$ cat config.mk
export PLATFORM = sky130hd
export DESIGN_NAME = store_buf
export DESIGN_NICKNAME = d
export VERILOG_FILES = /design/src/rtl/utils_pkg.sv /design/src/rtl/fifo_sb.sv /design/src/rtl/store_buf.sv
export SDC_FILE = /design/constraint.sdc
export NUM_CORES = 1
export LEC_CHECK = 0
export CAP_MARGIN = 20
export CELL_PAD_IN_SITES_DETAIL_PLACEMENT = 2
export CELL_PAD_IN_SITES_GLOBAL_PLACEMENT = 2
export CORE_ASPECT_RATIO = 0.75
export CORE_MARGIN = 2
export CORE_UTILIZATION = 36
export DETAILED_ROUTE_END_ITERATION = 8
export GPL_TIMING_DRIVEN = 1
export PLACE_DENSITY_LB_ADDON = 0.3
export SETUP_SLACK_MARGIN = 0.4
export SYNTH_ARGS = -nofsm -noshare
export SYNTH_HDL_FRONTEND = slang
export SYNTH_SLANG_ARGS = --single-unit
$ cat constraint.sdc
create_clock -name clk -period 5.7 [get_ports clk]
set_input_delay 1.14 -clock clk [delete_from_list [all_inputs] [get_ports clk]]
set_output_delay 1.14 -clock clk [all_outputs]
set_load 0.01 [all_outputs]
$ cat src/rtl/utils_pkg.sv
// Shared LSU types and the store lane-formatting helpers used by store_buf.
package utils_pkg;

    typedef enum logic [1:0] {
        LSU_B = 2'd0,
        LSU_H = 2'd1,
        LSU_W = 2'd2
    } lsu_w_t;

    typedef struct packed {
        logic [31:0] addr;
        logic [31:0] data;
        logic [3:0]  strb;
    } s_st_entry_t;

    // Lanes that fall off the top of the word are dropped; an unknown width is handled as a word.
    function automatic s_st_entry_t fmt_store(input logic [31:0] addr, input lsu_w_t w,
                                              input logic [31:0] data);
        s_st_entry_t e;
        e.addr = {addr[31:2], 2'b00};
        case (w)
            LSU_B: begin
                e.data = data << {addr[1:0], 3'b000};
                e.strb = 4'b0001 << addr[1:0];
            end
            LSU_H: begin
                e.data = data << {addr[1:0], 3'b000};
                e.strb = 4'b0011 << addr[1:0];
            end
            default: begin
                e.data = data;
                e.strb = 4'b1111;
            end
        endcase
        return e;
    endfunction

    function automatic logic misaligned(input logic [1:0] off, input lsu_w_t w);
        logic m;
        case (w)
            LSU_B:   m = 1'b0;
            LSU_H:   m = off[0];
            default: m = |off;
        endcase
        return m;
    endfunction

endpackage

$ cat src/rtl/fifo_sb.sv
// Circular store FIFO; also exposes the head as it will be after this cycle's
// push/pop so the consumer can register it with no bubble.
module fifo_sb
    import utils_pkg::*;
#(
    parameter int  DEPTH = 2,
    parameter type T     = s_st_entry_t
) (
    input  logic clk,
    input  logic rst,
    input  logic i_push,
    input  T     i_din,
    input  logic i_pop,
    output T     o_head_nxt,
    output logic o_full,
    output logic o_empty,
    output logic o_empty_nxt
);
    localparam int AW = $clog2(DEPTH);

    T              r_mem [DEPTH];
    logic [AW-1:0] r_rd;
    logic [AW-1:0] r_wr;
    logic [AW:0]   r_cnt;
    logic          w_push;
    logic          w_pop;
    logic [AW:0]   w_cnt_nxt;
    logic [AW-1:0] w_rd1;

    assign o_full      = (r_cnt == (AW+1)'(DEPTH));
    assign o_empty     = (r_cnt == '0);
    assign w_push      = i_push && (!o_full || i_pop);
    assign w_pop       = i_pop && !o_empty;
    assign w_cnt_nxt   = r_cnt + (AW+1)'(w_push) - (AW+1)'(w_pop);
    assign o_empty_nxt = (w_cnt_nxt == '0);
    assign w_rd1       = r_rd + AW'(1);

    always_comb begin
        o_head_nxt = r_mem[r_rd];
        if (w_pop) begin
            if (r_cnt > (AW+1)'(1))
                o_head_nxt = r_mem[w_rd1];
            else
                o_head_nxt = i_din;
        end else if (o_empty) begin
            o_head_nxt = i_din;
        end
    end

    always_ff @(posedge clk or negedge rst) begin
        if (!rst) begin
            r_rd  <= '0;
            r_wr  <= '0;
            r_cnt <= '0;
        end else begin
            if (w_push) r_wr <= r_wr + AW'(1);
            if (w_pop)  r_rd <= r_rd + AW'(1);
            r_cnt <= w_cnt_nxt;
        end
    end

    always_ff @(posedge clk) begin
        if (w_push) r_mem[r_wr] <= i_din;
    end

endmodule

$ cat src/rtl/store_buf.sv
// Store buffer: formats stores into byte lanes, queues them, and issues bus writes
// with an outstanding-response limit. STORE_BUF_MISALIGN_CHK_EN enables misaligned-store rejection.
module store_buf
    import utils_pkg::*;
#(
    parameter int DEPTH  = 2,
    parameter int MAX_OT = 4
) (
    input  logic        clk,
    input  logic        rst,
    input  logic        st_valid_i,
    output logic        st_ready_o,
    input  logic [31:0] st_addr_i,
    input  lsu_w_t      st_width_i,
    input  logic [31:0] st_data_i,
    output logic        wr_valid_o,
    input  logic        wr_ready_i,
    output logic [31:0] wr_addr_o,
    output logic [31:0] wr_data_o,
    output logic [3:0]  wr_strb_o,
    input  logic        bresp_valid_i,
    input  logic        bresp_err_i,
    output logic        empty_o,
    output logic        st_err_o,
    output logic        st_misalign_o
);
    localparam int OW = $clog2(MAX_OT + 1);

    s_st_entry_t   w_entry;
    s_st_entry_t   w_head_nxt;
    s_st_entry_t   r_wr;
    logic          w_full;
    logic          w_fifo_empty;
    logic          w_empty_nxt;
    logic          w_acc;
    logic          w_push;
    logic          w_hs;
    logic          w_resp;
    logic [OW-1:0] r_ot;
    logic [OW-1:0] w_ot_nxt;
    logic          r_wr_valid;
    logic          r_st_err;

    assign w_entry    = fmt_store(st_addr_i, st_width_i, st_data_i);
    assign st_ready_o = !w_full;
    assign w_acc      = st_valid_i && st_ready_o;
    assign w_hs       = r_wr_valid && wr_ready_i;
    // Responses with nothing outstanding belong to stores dropped by reset.
    assign w_resp     = bresp_valid_i && (r_ot != '0);
    assign w_ot_nxt   = r_ot + OW'(w_hs) - OW'(w_resp);

`ifdef STORE_BUF_MISALIGN_CHK_EN
    logic w_mis;
    logic r_mis;

    assign w_mis  = misaligned(st_addr_i[1:0], st_width_i);
    assign w_push = w_acc && !w_mis;

    always_ff @(posedge clk or negedge rst) begin
        if (!rst) r_mis <= 1'b0;
        else      r_mis <= w_acc && w_mis;
    end

    assign st_misalign_o = r_mis;
`else
    assign w_push        = w_acc;
    assign st_misalign_o = 1'b0;
`endif

    fifo_sb #(
        .DEPTH (DEPTH),
        .T     (s_st_entry_t)
    ) u_fifo (
        .clk         (clk),
        .rst         (rst),
        .i_push      (w_push),
        .i_din       (w_entry),
        .i_pop       (w_hs),
        .o_head_nxt  (w_head_nxt),
        .o_full      (w_full),
        .o_empty     (w_fifo_empty),
        .o_empty_nxt (w_empty_nxt)
    );

    // The write port mirrors the post-update FIFO head, so it stays put while stalled.
    always_ff @(posedge clk or negedge rst) begin
        if (!rst) begin
            r_ot       <= '0;
            r_wr_valid <= 1'b0;
            r_wr       <= '0;
            r_st_err   <= 1'b0;
        end else begin
            r_ot       <= w_ot_nxt;
            r_wr_valid <= !w_empty_nxt && (w_ot_nxt < OW'(MAX_OT));
            if (!w_empty_nxt) r_wr <= w_head_nxt;
            r_st_err   <= w_resp && bresp_err_i;
        end
    end

    assign wr_valid_o = r_wr_valid;
    assign wr_addr_o  = r_wr.addr;
    assign wr_data_o  = r_wr.data;
    assign wr_strb_o  = r_wr.strb;
    assign st_err_o   = r_st_err;
    assign empty_o    = w_fifo_empty && (r_ot == '0);

endmodule

==> flow_summary.json <==
{
  "post_cts.repair.setup_buffers": 0,
  "drive_above_1_share_pct": 8.45,
  "fp.coreArea_um2": 27100,
  "floorplan.initialDensity_pct": 36.7,
  "clock-skew-final_ns": 0.0108,
  "grt_pass1_wl_um": 48900,
  "finalWeightedCongestion": 0.792,
  "met3_length_um": 1010,
  "length_of_routed_met2_wiring_um": 15100,
  "power_density_nw_per_um2": 618,
  "worstSetupStartpointType": "flop",
  "postRouteWirelength_um": 31700,
  "max_slew_margin_pct": 28.5,
  "worst_pin_slew_ns": 1.07,
  "tritoncts_num_sinks": 207,
  "drt-pass1-iter-count": 5,
  "power.switching_w": 0.00300,
  "final_slew_viol_count": 0,
  "postSynthAreaPerCell_um2": 11.7,
  "share_seq_of_total_power_pct": 33.3,
  "clock-root-buffer": "clkbuf_16",
  "die-width_um": 196,
  "worstPathRequired_ns": 4.56,
  "drv.max_cap_violation_count": 0,
  "final_net_count": 1031,
  "result_of_the_run": "finished, final reports clean",
  "holdBufCountCts": 0,
  "ys_seq_area_share_pct": 58.9,
  "ctsLongestPathBuffers": 3,
  "worstPathMaxFanout": 31,
  "ys_types": 62,
  "ys.warnings.count": 0,
  "summed_instance_area_of_the_synthesized_netlist_um2": 9920,
  "endpoint_kind": "output port",
  "syn_inst": 847,
  "regToRegSetupSlack_ns": 1.96,
  "rr_worst_depth": 10,
  "crit_path_cell_trace": "buf_4 > nor2_1 > nor4b_1 > clkdlybuf4s50_1",
  "path_clk_slew_ns": 0.06,
  "topRoutingLayerUsed": "met4",
  "worst_hold_path_type": "reg -> reg",
  "post_cts_resized": 0,
  "slowest_stage": "nor2_1",
  "number_of_antenna_violations_at_the_first_check_in_global_routing": 0,
  "grt_use_total_pct": 21.9,
  "r2r-start": "u_fifo.r_cnt[1]",
  "dp_hpwl_um": 20800,
  "worst_skew_pair.late_latency_ns": 0.50,
  "number_of_buffers_added_by_the_clock_tree_synthesis_step": 23,
  "ant_nets": 0,
  "avgViaCountPerCell": 5.84,
  "grt_setup_unrepaired": "false",
  "cts_htree_levels": 1,
  "critical_path_class": "reg -> out",
  "placed_area_um2": 11600,
  "max-vdd-ir-drop_mv": 0.381,
  "crit_path_end": "empty_o",
  "count_of_flip_flops_with_a_built_in_enable_after_synthesis": 132,
  "crit_path_start": "u_fifo.r_cnt[1]",
  "layout_worst_path_cycle_share_pct": 69.9,
  "reg2reg_to": "wr_addr_o[6]",
  "power.switching_fraction_pct": 39.5,
  "max_freq_ghz": 0.251,
  "netlist_top_cells_area": "edfxtp_1 (40%), dfrtp_1 (19%), a221oi_1 (4.1%)",
  "power.share.combinational_pct": 47.6,
  "cp_slowest_stage_delay_ns": 0.74,
  "finalSetupViolations": 0,
  "pin_count_of_the_biggest_net_entering_global_routing": 67,
  "static-leakage-power_nw": 4.46,
  "port_buffers": 141,
  "die_area_um2": 28900,
  "synth-async-reset-ratio_pct": 36.2,
  "flow.area_growth_from_synthesis_pct": 24.0,
  "grt_remaining_overflow": 0,
  "fill_cells": 2764,
  "dr_total_vias": 7710,
  "number_of_rows_created_at_floorplan": 52,
  "ios": 145,
  "synth-main-ff-cell": "edfxtp_1",
  "number_of_flip_flops_and_latches_in_the_synthesized_netlist": 207,
  "synth.top_cell.area_share_pct": 40.0,
  "grt_pass1_vias": 8285,
  "setup_tns_ns": 0,
  "worst_hold_startpoint": "wr_addr_o[26]",
  "drc": 0,
  "worstPathArrival_ns": 2.84,
  "dr.first_iter.drc_count": 473,
  "fin_area_um2": 12300,
  "finalHoldViolations": 0,
  "met1_length_um": 15100,
  "internal_power_w": 0.00460,
  "insertedDiodeCount": 0,
  "part_of_the_power_in_the_clock_network_pct": 19.1,
  "power_w": 0.00760,
  "final_cell_mix": "clkdlybuf4s50_1 (140), edfxtp_1 (132), dfrtp_1 (74)",
  "final_common_cell": "clkdlybuf4s50_1",
  "routed_wire_length_per_instance_um": 24.0,
  "tritoncts": "yes",
  "post-route-min-period_ns": 3.98,
  "post-synth-top-area-cell": "edfxtp_1",
  "die_height_um": 148
}
-- layout make-up --
class | instances | area [um^2] | area share [%]
flip-flops and latches | 207 | 5840 | 47.5
multi-input cells | 529 | 3610 | 29.4
repair buffers | 159 | 1560 | 12.6
clock buffers | 30 | 622 | 5.05
well taps | 351 | 439 | 3.57
inverters | 34 | 128 | 1.04
clock inverters | 11 | 104 | 0.844
-- metal layers --
| layer | vias up | GRT usage, % |
|---|---|---|
| met5 | - | 0 |
| li1 | 3527 | - |
| met3 | 29 | 2.49 |
| met1 | 4008 | 30.8 |
| met2 | 146 | 37.3 |
| met4 | 0 | 3.94 |
-- cells by family after synthesis --
kind of cell,Yosys count,share of synthesized area (%)
buffers and inverters,113,5.12
multiplexers,17,1.75
XOR/XNOR,5,0.605
flip-flops,207,58.9
AO/OA/AOI/OAI,310,23.6
adder cells (fa/ha/maj),5,0.706
other,1,0.0378
AND/OR/NAND/NOR,189,9.28
-- state kept, by name, indices dropped and copies added, names as in the netlist --
name          count
u_fifo.r_rd       1
wr_addr_o        30
u_fifo.r_cnt      2
u_fifo.r_wr       1
wr_data_o        32
st_err_o          1
wr_valid_o        1
wr_strb_o         4
u_fifo.r_mem    132
r_ot              3
-- cells in the mapped netlist, types with 14 or more instances --
cell and count:
nand2_1 68, mux2i_1 14, edfxtp_1 132, o211ai_1 26, nor2_1 50, o21ai_0 43
nand3_1 17, o221ai_1 19, a21oi_1 34, a221oi_1 47, dfrtp_1 75, buf_2 40
o21a_1 26, a221o_1 32, inv_1 32, and3_1 16, clkbuf_1 29
-- power groups by stage --
stage	Combinational, W	Clock, W	Sequential (W)
after floorplan	0.00223	0	0.00256
after global placement	0.00348	0	0.00252
after detailed placement	0.00364	0	0.00255
after CTS	0.00367	0.00148	0.00253
after global routing	0.00400	0.00153	0.00260
final	0.00362	0.00145	0.00253
-- stage by stage --
stage	hold WS [ns]	setup WS, ns	std cells	util (%)
after detailed placement	0.478	1.20	1279	42.8
after global routing	0.521	1.44	1321	45.5
after floorplan	0.461	1.22	849	-
after CTS	0.492	1.68	1320	45.4
final	0.483	1.72	1321	45.5
after global placement	0.466	1.39	1279	42.8
-- worst max-delay path, delay by kind of cell (launching register included) --
| kind | cells | cell delay, ns |
|---|---|---|
| buf+inv | 2 | 0.86 |
| flops | 1 | 0.37 |
| simple gates | 2 | 1.12 |
-- worst min-delay path by stage --
stage / end / slack, ns / cells after the start
2_1_floorplan: u_fifo.r_wr / 0.46 / 1
3_3_place_gp: wr_addr_o[11] / 0.47 / 2
3_5_place_dp: wr_addr_o[26] / 0.48 / 2
4_1_cts: wr_addr_o[26] / 0.49 / 2
5_1_grt: wr_addr_o[18] / 0.52 / 2
6_report: wr_addr_o[26] / 0.48 / 2
No activity file was read; power rests on OpenSTA's default activity.
